[config.mk]
export PLATFORM = sky130hd
export DESIGN_NAME = rob_controller
export DESIGN_NICKNAME = d
export VERILOG_FILES = /design/src/rtl/rob_controller_pkg.sv /design/src/rtl/rob_in_flight.sv /design/src/rtl/rob_controller.sv
export SDC_FILE = /design/constraint.sdc
export NUM_CORES = 1
export LEC_CHECK = 0
export ABC_CLOCK_PERIOD_IN_PS = 14000
export BUFFER_PORTS_ARGS = -buffer_cell sky130_fd_sc_hd__buf_2
export CAP_MARGIN = 10
export CORE_MARGIN = 2
export CORE_UTILIZATION = 55
export CTS_CLUSTER_SIZE = 16
export DETAILED_ROUTE_END_ITERATION = 10
export GPL_ROUTABILITY_DRIVEN = 1
export PLACE_DENSITY = 0.77
export SYNTH_ARGS = -nofsm -noshare
export SYNTH_HDL_FRONTEND = slang
export SYNTH_SLANG_ARGS = --single-unit
export TNS_END_PERCENT = 50
[constraint.sdc]
create_clock -name clk -period 14 [get_ports clk]
set_clock_uncertainty 0.1 [all_clocks]
set_input_delay 2.1 -clock clk [delete_from_list [all_inputs] [get_ports clk]]
set_output_delay 2.1 -clock clk [all_outputs]
set_load 0.03 [all_outputs]
[src/rtl/rob_controller_pkg.sv]
// Shared constants, tag type and controller state encoding for the ROB controller.
package rob_controller_pkg;

    localparam int unsigned ROB_SIZE = 16;
    localparam int unsigned TAG_W    = 5;

    typedef logic [TAG_W-1:0] rob_tag_t;

    typedef enum logic {
        RUN     = 1'b0,
        RECOVER = 1'b1
    } rob_ctrl_state_e;

endpackage

[src/rtl/rob_in_flight.sv]
// Combinational test: is a 1-based tag currently between head and tail-1 (with wrap)?
module rob_in_flight #(
    parameter int unsigned ROB_SIZE = rob_controller_pkg::ROB_SIZE,
    parameter int unsigned TAG_W    = rob_controller_pkg::TAG_W
) (
    input  logic [TAG_W-1:0] i_head,
    input  logic [TAG_W-1:0] i_tail,
    input  logic [TAG_W-1:0] i_count,
    input  logic [TAG_W-1:0] i_tag,
    output logic             o_in_flight
);

    localparam logic [TAG_W-1:0] LP_SIZE = TAG_W'(ROB_SIZE);

    // head==tail is ambiguous (empty or full), so count settles those two cases first
    always_comb begin
        o_in_flight = 1'b0;
        if (i_tag == '0 || i_tag > LP_SIZE || i_count == '0) begin
            o_in_flight = 1'b0;
        end else if (i_count == LP_SIZE) begin
            o_in_flight = 1'b1;
        end else if (i_head < i_tail) begin
            o_in_flight = (i_tag >= i_head) && (i_tag < i_tail);
        end else begin
            o_in_flight = (i_tag >= i_head) || (i_tag < i_tail);
        end
    end

endmodule

[src/rtl/rob_controller.sv]
// Reorder-buffer bookkeeping: pointers, occupancy, done bits and one-cycle squash recovery.
module rob_controller #(
    parameter int unsigned ROB_SIZE = rob_controller_pkg::ROB_SIZE,
    parameter int unsigned TAG_W    = rob_controller_pkg::TAG_W
) (
    input  logic             clk,
    input  logic             reset,
    input  logic             alloc_req,
    output logic             alloc_gnt,
    output logic [TAG_W-1:0] alloc_tag,
    input  logic [TAG_W-1:0] cdb1_tag,
    input  logic [TAG_W-1:0] cdb2_tag,
    output logic             retire_valid,
    output logic [TAG_W-1:0] retire_tag,
    input  logic             retire_ack,
    input  logic             flush,
    input  logic [TAG_W-1:0] flush_tag,
    output logic             rob_full,
    output logic             rob_empty,
    output logic [TAG_W-1:0] rob_count,
    output logic             recovering
);

    import rob_controller_pkg::*;

    localparam logic [TAG_W-1:0] LP_SIZE = TAG_W'(ROB_SIZE);
    localparam logic [TAG_W-1:0] LP_ONE  = TAG_W'(1);

    rob_ctrl_state_e     r_state, w_state_n;
    logic [TAG_W-1:0]    r_head, r_tail, r_count;
    logic [TAG_W-1:0]    w_head_n, w_tail_n, w_count_n, w_flush_dist;
    logic [ROB_SIZE-1:0] r_done, w_done_n;
    logic                r_full, r_empty;
    logic                w_cdb1_in, w_cdb2_in, w_flush_in;
    logic                w_grant, w_retire, w_flush_ok, w_head_done;

    function automatic logic [TAG_W-1:0] f_next(input logic [TAG_W-1:0] p);
        return (p == LP_SIZE) ? LP_ONE : p + LP_ONE;
    endfunction

    // Age of a tag relative to head; modular TAG_W arithmetic is exact since the result < ROB_SIZE
    function automatic logic [TAG_W-1:0] f_dist(input logic [TAG_W-1:0] from_p,
                                                 input logic [TAG_W-1:0] to_p);
        return (to_p >= from_p) ? (to_p - from_p) : (to_p + LP_SIZE - from_p);
    endfunction

    rob_in_flight #(.ROB_SIZE(ROB_SIZE), .TAG_W(TAG_W)) u_if_cdb1 (
        .i_head(r_head), .i_tail(r_tail), .i_count(r_count), .i_tag(cdb1_tag), .o_in_flight(w_cdb1_in)
    );
    rob_in_flight #(.ROB_SIZE(ROB_SIZE), .TAG_W(TAG_W)) u_if_cdb2 (
        .i_head(r_head), .i_tail(r_tail), .i_count(r_count), .i_tag(cdb2_tag), .o_in_flight(w_cdb2_in)
    );
    rob_in_flight #(.ROB_SIZE(ROB_SIZE), .TAG_W(TAG_W)) u_if_flush (
        .i_head(r_head), .i_tail(r_tail), .i_count(r_count), .i_tag(flush_tag), .o_in_flight(w_flush_in)
    );

    // Select the done bit of the head entry
    always_comb begin
        w_head_done = 1'b0;
        for (int unsigned i = 0; i < ROB_SIZE; i++) begin
            if (r_head == TAG_W'(i + 1)) w_head_done = r_done[i];
        end
    end

    // Reset gates the grant so a request during reset is never acknowledged
    assign w_grant      = reset & alloc_req & ~r_full & (r_state == RUN) & ~flush;
    assign retire_valid = ~r_empty & w_head_done;
    assign w_retire     = retire_valid & retire_ack;
    assign w_flush_ok   = flush & w_flush_in;
    assign w_flush_dist = f_dist(r_head, flush_tag);

    assign alloc_gnt  = w_grant;
    assign alloc_tag  = r_tail;
    assign retire_tag = r_head;
    assign rob_full   = r_full;
    assign rob_empty  = r_empty;
    assign rob_count  = r_count;
    assign recovering = (r_state == RECOVER);

    // Next pointers, count, done bits and FSM state; squash clearing runs last so it drops same-cycle completions
    always_comb begin
        w_head_n  = r_head;
        w_tail_n  = r_tail;
        w_count_n = r_count;
        w_done_n  = r_done;
        w_state_n = RUN;
        for (int unsigned i = 0; i < ROB_SIZE; i++) begin
            if ((w_cdb1_in && cdb1_tag == TAG_W'(i + 1)) || (w_cdb2_in && cdb2_tag == TAG_W'(i + 1)))
                w_done_n[i] = 1'b1;
            if (w_grant && r_tail == TAG_W'(i + 1))
                w_done_n[i] = 1'b0;
            if (w_retire && r_head == TAG_W'(i + 1))
                w_done_n[i] = 1'b0;
            if (w_flush_ok && f_dist(r_head, TAG_W'(i + 1)) > w_flush_dist)
                w_done_n[i] = 1'b0;
        end
        if (w_retire) w_head_n = f_next(r_head);
        if (w_flush_ok) begin
            w_tail_n  = f_next(flush_tag);
            w_count_n = w_flush_dist + LP_ONE - TAG_W'(w_retire);
            w_state_n = RECOVER;
        end else begin
            if (w_grant) w_tail_n = f_next(r_tail);
            w_count_n = r_count + TAG_W'(w_grant) - TAG_W'(w_retire);
        end
    end

    // FSM state register
    always_ff @(posedge clk or negedge reset) begin
        if (!reset) r_state <= RUN;
        else        r_state <= w_state_n;
    end

    // Pointer, occupancy and done-bit registers; full/empty track the new count
    always_ff @(posedge clk or negedge reset) begin
        if (!reset) begin
            r_head  <= LP_ONE;
            r_tail  <= LP_ONE;
            r_count <= '0;
            r_done  <= '0;
            r_full  <= 1'b0;
            r_empty <= 1'b1;
        end else begin
            r_head  <= w_head_n;
            r_tail  <= w_tail_n;
            r_count <= w_count_n;
            r_done  <= w_done_n;
            r_full  <= (w_count_n == LP_SIZE);
            r_empty <= (w_count_n == '0);
        end
    end

    a_flush_in_flight: assert property (@(posedge clk) disable iff (!reset) flush |-> w_flush_in);

endmodule

==> results of run 1 <==
[cell type report]
cell class / count / area [µm²]
Clock buffer: 7 / 86.3
Sequential cell: 34 / 855
Fill cell: 922 / 4120
Timing Repair Buffer: 45 / 240
Multi-Input combinational cell: 585 / 4560
Inverter: 56 / 210
Tap cell: 136 / 170
Clock inverter: 1 / 30.0
[worst min-delay path by stage]
stage | to | slack, ps | cells past startpoint
floorplan | r_done[12]$_DFFE_PN0P_ | 380 | 1
global placement | r_done[12]$_DFFE_PN0P_ | 390 | 1
detailed placement | r_done[15]$_DFFE_PN0P_ | 410 | 1
CTS | r_done[15]$_DFFE_PN0P_ | 420 | 1
global route | r_done[15]$_DFFE_PN0P_ | 450 | 1
finish | r_done[15]$_DFFE_PN0P_ | 430 | 1
[per-layer routing]
layer  vias to the layer above  share of wire  GRT usage
met4                         0          0.044      0.128
met2                       335           0.45      0.516
met1                      2650           0.40      0.419
li1                       2634              -          -
met5                         -              0          0
met3                        72          0.098     0.0571
[logic make-up after synthesis]
logic type / after synthesis
other: 1
AND/OR/NAND/NOR: 237
buffers and inverters: 84
AO/OA/AOI/OAI: 180
flip-flops: 34
multiplexers: 11
adder cells (fa/ha/maj): 122
XOR/XNOR: 34
[cell usage after synthesis, types with 3 or more instances]
library cell	instances
a211oi_1	3
a21o_1	16
a21oi_1	47
a31oi_1	11
a32oi_1	4
a41oi_1	5
and2_1	4
and3_1	8
and4b_1	4
buf_2	10
buf_6	4
clkbuf_1	12
dfrtp_1	31
dfstp_2	3
fa_1	6
ha_1	116
inv_1	54
mux2_2	3
mux2i_1	8
nand2_1	52
nand2b_1	14
nand3_1	12
nand3b_1	4
nand4_1	17
nand4b_1	3
nor2_1	46
nor2b_1	22
nor3_1	8
nor3b_1	3
nor4_1	17
nor4b_1	4
o211ai_1	11
o21a_1	3
o21ai_0	33
o311a_1	11
o31a_1	4
o31ai_1	4
or3_1	4
xnor2_1	20
xor2_1	13
[metrics by stage]
step | util | setup WS, ps | cells | area, µm² | hold slack (ps)
2_1_floorplan | - | 8350 | 703 | 5790 | 377
3_3_place_gp | 0.587 | 8020 | 855 | 6030 | 392
3_5_place_dp | 0.587 | 7890 | 855 | 6030 | 409
4_1_cts | 0.598 | 7900 | 863 | 6150 | 424
5_1_grt | 0.599 | 7730 | 864 | 6160 | 450
6_report | 0.599 | 7920 | 864 | 6160 | 435
[sequential cells by signal (all words and copies together) (netlist names)]
signal / count
recovering: 1
rob_full: 1
alloc_tag: 5
rob_count: 5
rob_empty: 1
r_done: 16
retire_tag: 5
[critical path: stages]
cell	delay, ps
buf_2	620
nand2_1	100
or4_1	540
inv_1	250
buf_2	250
[layout by cell type, fill, tap and decap left out, types with 5 or more instances in the layout]
cell and instances:
a21o_1 16, a21oi_1 47, a31oi_1 11, a41oi_1 5
and3_1 8, buf_2 39, buf_4 6, clkbuf_8 6
dfrtp_1 31, fa_1 6, ha_1 116, inv_1 54
mux2i_1 8, nand2_1 52, nand2b_1 14, nand3_1 12
nand4_1 17, nor2_1 46, nor2b_1 22, nor3_1 8
nor4_1 17, o211ai_1 11, o21ai_0 33, o311a_1 11
xnor2_1 20, xor2_1 13
==> key figures, run 1 <==
Synth
  – Adder-cell share of the synthesized area: 0.271
  – Synth area leaders: ha_1 25%, dfrtp_1 13%, a21oi_1 4.1%, inv_1 3.5%, nand2_1 3.4%
  – Post-synth ARST share: 1.00
  – Gate Count Post-Synth: ~700
  – Sequential element share of the synthesized area: 0.148
  – Mapped cell area: 5790 µm²
  – Post-Synth XOR/XNOR Area: 0.0538
  – Largest family of logic cells by synthesized area: adder cells
  – Yosys warnings: 0
  – Simple-gate portion of the synthesized area: 0.225
  – Top FF cell, synth: dfrtp_1
  – Post-synth EDFFs: 0
  – Multiplexer share of the synthesized area: 0.0197
  – #FFs+latches synth: 34
  – Syn Area/Cell: approximately 8.2 µm²
  – Net count of the mapped netlist: between 800 and 900
  – Synth area leader: ha_1
  – Compound-gate portion of the synthesized area: 0.218
  – Share of the synthesized area in the top cell type: 0.251
  – Number of library cell types mapped by synthesis: 76

Critical path
  – CP startpoint: reset
  – Worst R2R Setup Slack: a little under 9000 ps
  – CP endpoint: alloc_gnt
  – Reg-to-Reg Start: retire_tag[1]$_DFFE_PN0N_
  – Worst Path Arrival: approximately 3900 ps
  – Critical path launch point type: primary input
  – R2r worst-path depth: 15
  – Crit-path max FO: 35
  – R2r endpoint: rob_empty$_DFF_PN1_
  – Critical Path RT: between 10000 and 15000 ps
  – Setup crit end kind: output port
  – Worst Setup Path Type: primary input to output port

Detailed routing
  – DR WL/cell: between 20 and 25 µm
  – DR pass1 iterations: 6
  – Iter 0 DRT Violations: about 800
  – Via-to-Cell Ratio: about 6.6
  – Drt total wl: 18.0 mm
  – Drt drc: 0
  – Routed Antenna Nets: 0
  – Vias: between 5000 and 6000

Run
  – Max-cap violations: 0

CTS
  – Skew-Pair Late Insertion Delay: 300 ps
  – CTS max path bufs: 2
  – CTS tree: built
  – Root buf cell: clkbuf_8
  – Post-CTS setup buffers: 0
  – Clock sink count: 34
  – Clock transition at the registers of the reported paths: 80 ps
  – Hold-fix buffers, CTS: 0
  – Htree depth: 2
  – TritonCTS Buffers: 5
  – CTS resizes: 0

Layout
  – Area grow syn2layout: 6.26%
  – Fin nets: 869
  – Antenna cells: 0
  – Fraction of layout cells with a size suffix above 1: 0.100

Timing
  – Fin crit period: 6080 ps
  – Final setup viols: 0
  – Fin crit share: 0.434
  – Max frequency: 165 MHz
  – Rel. slew slack: 0.259
  – Slew of the pin with the lowest slew margin: roughly 1100 ps
  – Final hold viol count: 0
  – RSZ-0062 raised after global routing: false
  – Final TNS setup: 0 ps
  – Slew Viols, Final: 0

Floorplan
  – Initial Utilization: 0.564
  – Core area: slightly above 10000 µm²
  – Row count: 37
  – I/O pin count: 40
  – Die H: 107 µm
  – Die Area: around 11000 µm²
  – Die X: ~110 µm

Hold path
  – Hold/Removal Path Class: flip-flop to flip-flop
  – HP Start: r_done[15]$_DFFE_PN0P_

Run status
  – Status: finished, final reports clean

Global routing
  – Number of global-route vias before repair: approximately 5500
  – Initial antenna violation count: 0
  – GR Util All Layers: 0.318
  – First-pass GRT wire length: between 20 and 30 mm
  – Largest net degree at the start of global routing: 37
  – Overflow after GRT: 0

Placed design
  – Port Buf Inserts: 39
  – Gpl congestion: about 1.0
  – DP Wirelength: around 14 mm
Power of run 1 is not shown: default switching activity piles up to over one toggle a cycle in this logic, so the estimate is an artifact.
==> run 2, diff against run 1 <==
--- a/config.mk
+++ b/config.mk
@@ -5,7 +5,7 @@
 export SDC_FILE = /design/constraint.sdc
 export NUM_CORES = 1
 export LEC_CHECK = 0
-export ABC_CLOCK_PERIOD_IN_PS = 14000
+export ABC_CLOCK_PERIOD_IN_PS = 5900
 export BUFFER_PORTS_ARGS = -buffer_cell sky130_fd_sc_hd__buf_2
 export CAP_MARGIN = 10
 export CORE_MARGIN = 2
==> constraint.sdc (replaced) <==
create_clock -name clk -period 5.9 [get_ports clk]
set_clock_uncertainty 0.1 [all_clocks]
set_input_delay 0.885 -clock clk [delete_from_list [all_inputs] [get_ports clk]]
set_output_delay 0.885 -clock clk [all_outputs]
set_load 0.03 [all_outputs]
==> key figures, run 2 (synthesized netlist as in run 1, its figures left out) <==
Run status
  – Status: finished, final reports clean (unchanged)

CTS
  – Post-CTS setup buffers: 0 (unchanged)
  – Skew-Pair Late Insertion Delay: 310 ps (was 300 ps)
  – Clock sink count: 34 (unchanged)
  – Hold-fix buffers, CTS: 0 (unchanged)
  – CTS resizes: 0 (unchanged)
  – Root buf cell: clkbuf_8 (unchanged)
  – TritonCTS Buffers: 5 (unchanged)
  – CTS max path bufs: 2 (unchanged)
  – Htree depth: 2 (unchanged)
  – CTS tree: built (unchanged)
  – Clock transition at the registers of the reported paths: 90 ps (was 80 ps)

Timing
  – Final hold viol count: 0 (unchanged)
  – Fin crit share: 0.847
  – Final setup viols: 0 (unchanged)
  – Rel. slew slack: 0.275 (was 0.259)
  – Slew Viols, Final: 0 (unchanged)
  – RSZ-0062 raised after global routing: false (unchanged)
  – Slew of the pin with the lowest slew margin: 1080 ps (was 1110 ps)
  – Max frequency: roughly 200 MHz
  – Final TNS setup: 0 ps (unchanged)
  – Fin crit period: ~5000 ps
  – Hold_ws: 444 ps (was 435 ps)

Detailed routing
  – Drt total wl: 18.7 mm (was 18.0 mm)
  – DR pass1 iterations: 5 (was 6)
  – Routed Antenna Nets: 0 (unchanged)
  – Via-to-Cell Ratio: 6.56 (was 6.59)
  – Drt drc: 0 (unchanged)
  – DR WL/cell: 21.7 µm (was 20.8 µm)
  – Iter 0 DRT Violations: 540 (was 802)
  – Vias: 5668 (was 5691)

Placed design
  – DP Wirelength: 14.8 mm (was 13.6 mm)
  – Port Buf Inserts: 39 (unchanged)
  – Gpl congestion: 0.978 (was 1.03)

Critical path
  – Worst Setup Path Type: flip-flop to flip-flop (was primary input to output port)
  – Worst Path Arrival: 5120 ps (was 3880 ps)
  – Crit-path max FO: 16 (was 35)
  – Critical path launch point type: flip-flop (was primary input)
  – R2r worst-path depth: 15 (unchanged)
  – Critical Path RT: 6030 ps (was 11800 ps)
  – Setup crit end kind: flip-flop (was output port)

Floorplan
  – Initial Utilization: 0.564 (unchanged)
  – Die H: 107 µm (unchanged)
  – Die X: 107 µm (unchanged)
  – Row count: 37 (unchanged)
  – I/O pin count: 40 (unchanged)
  – Die Area: 11400 µm² (unchanged)
  – Core area: 10300 µm² (unchanged)

Global routing
  – Number of global-route vias before repair: 5542 (was 5471)
  – GR Util All Layers: 0.336 (was 0.318)
  – Initial antenna violation count: 0 (unchanged)
  – First-pass GRT wire length: 29.7 mm (was 28.5 mm)
  – Overflow after GRT: 0 (unchanged)
  – Largest net degree at the start of global routing: 36 (was 37)

Hold path
  – Hold depth: 1 (unchanged)
  – Hold/Removal Path Class: flip-flop to flip-flop (unchanged)

Layout
  – Fillers: 941 (was 922)
  – Area grow syn2layout: 6.63% (was 6.26%)
  – Commonest non-fill, non-tap cell in the layout: ha_1 (unchanged)
  – Fraction of layout cells with a size suffix above 1: 0.102 (was 0.100)
  – Register area: 855 µm² (unchanged)
  – Fin nets: 869 (unchanged)
  – Commonest cells after routing, fill and taps aside: 116 x ha_1, 54 x inv_1, 52 x nand2_1, 47 x a21oi_1, 46 x nor2_1 (unchanged)
  – Multi-input combinational cell area: 4560 µm² (unchanged)
  – Largest Register: r_done (unchanged)
  – Number of flip-flops in the largest register: 16 (unchanged)
  – Antenna cells: 0 (unchanged)

Run
  – Max-cap violations: 0 (unchanged)
-- run 2: cell count changes in the layout (fill, tap and decap cells not counted) --
| cell | change |
|---|---|
| bufinv_16 | +1 |
| clkbuf_1 | -1 |
| clkbuf_8 | -1 |
| clkinv_4 | +1 |
-- run 2: per-stage QoR --
| step | std cells | instance area, µm² | util | setup WS [ps] |
|---|---|---|---|---|
| 2_1_floorplan | 703 | 5790 | - | 1010 |
| 3_3_place_gp | 856 | 6040 | 0.588 | 1190 |
| 3_5_place_dp | 856 | 6040 | 0.588 | 979 |
| 4_1_cts | 864 | 6180 | 0.601 | 963 |
| 5_1_grt | 864 | 6180 | 0.601 | 602 |
| 6_report | 864 | 6180 | 0.601 | 905 |
-- run 2: area by class of cell --
| cell class | instances | share of cell area |
|---|---|---|
| clock buffers | 5 | 0.0111 |
| well taps | 136 | 0.0275 |
| flip-flops and latches | 34 | 0.138 |
| repair buffers | 45 | 0.0389 |
| multi-input cells | 585 | 0.739 |
| clock inverters | 3 | 0.0111 |
| inverters | 56 | 0.0340 |
-- run 2: routing by layer --
| layer | part of all wire | track usage | wire [µm] |
|---|---|---|---|
| met5 | 0 | 0 | 0 |
| met4 | 0.045 | 0.139 | 845 |
| met3 | 0.080 | 0.0426 | 1500 |
| met2 | 0.46 | 0.544 | 8610 |
| met1 | 0.41 | 0.454 | 7770 |
-- run 2: path summary, 6_finish.rpt --
| path | from | end | slack (ps) |
|---|---|---|---|
| setup / recovery | retire_tag[2]$_DFFE_PN0N_ | rob_full$_DFF_PN0_ | 900 |
| hold / removal | r_done[2]$_DFFE_PN0P_ | r_done[2]$_DFFE_PN0P_ | 440 |
| setup reg to reg | retire_tag[2]$_DFFE_PN0N_ | rob_full$_DFF_PN0_ | 900 |
| hold reg to reg | r_done[2]$_DFFE_PN0P_ | r_done[2]$_DFFE_PN0P_ | 440 |
| max in group asynchronous | reset | r_done[7]$_DFFE_PN0P_ | 4570 |
| min in group asynchronous | reset | rob_count[4]$_DFF_PN0_ | 580 |
-- run 2: critical path, stage by stage (launching register included) --
cell and delay, ps:
dfrtp_1 790, inv_1 380, ha_1 450, and2_1 200
ha_1 350, a2111oi_4 340, o2111ai_2 190, o21a_4 320
ha_1 290, inv_1 40, ha_1 200, fa_1 410
xor2_1 180, nor4b_1 400, nand2b_1 110, o22ai_1 160
Power of run 2 is left out for the same reason.
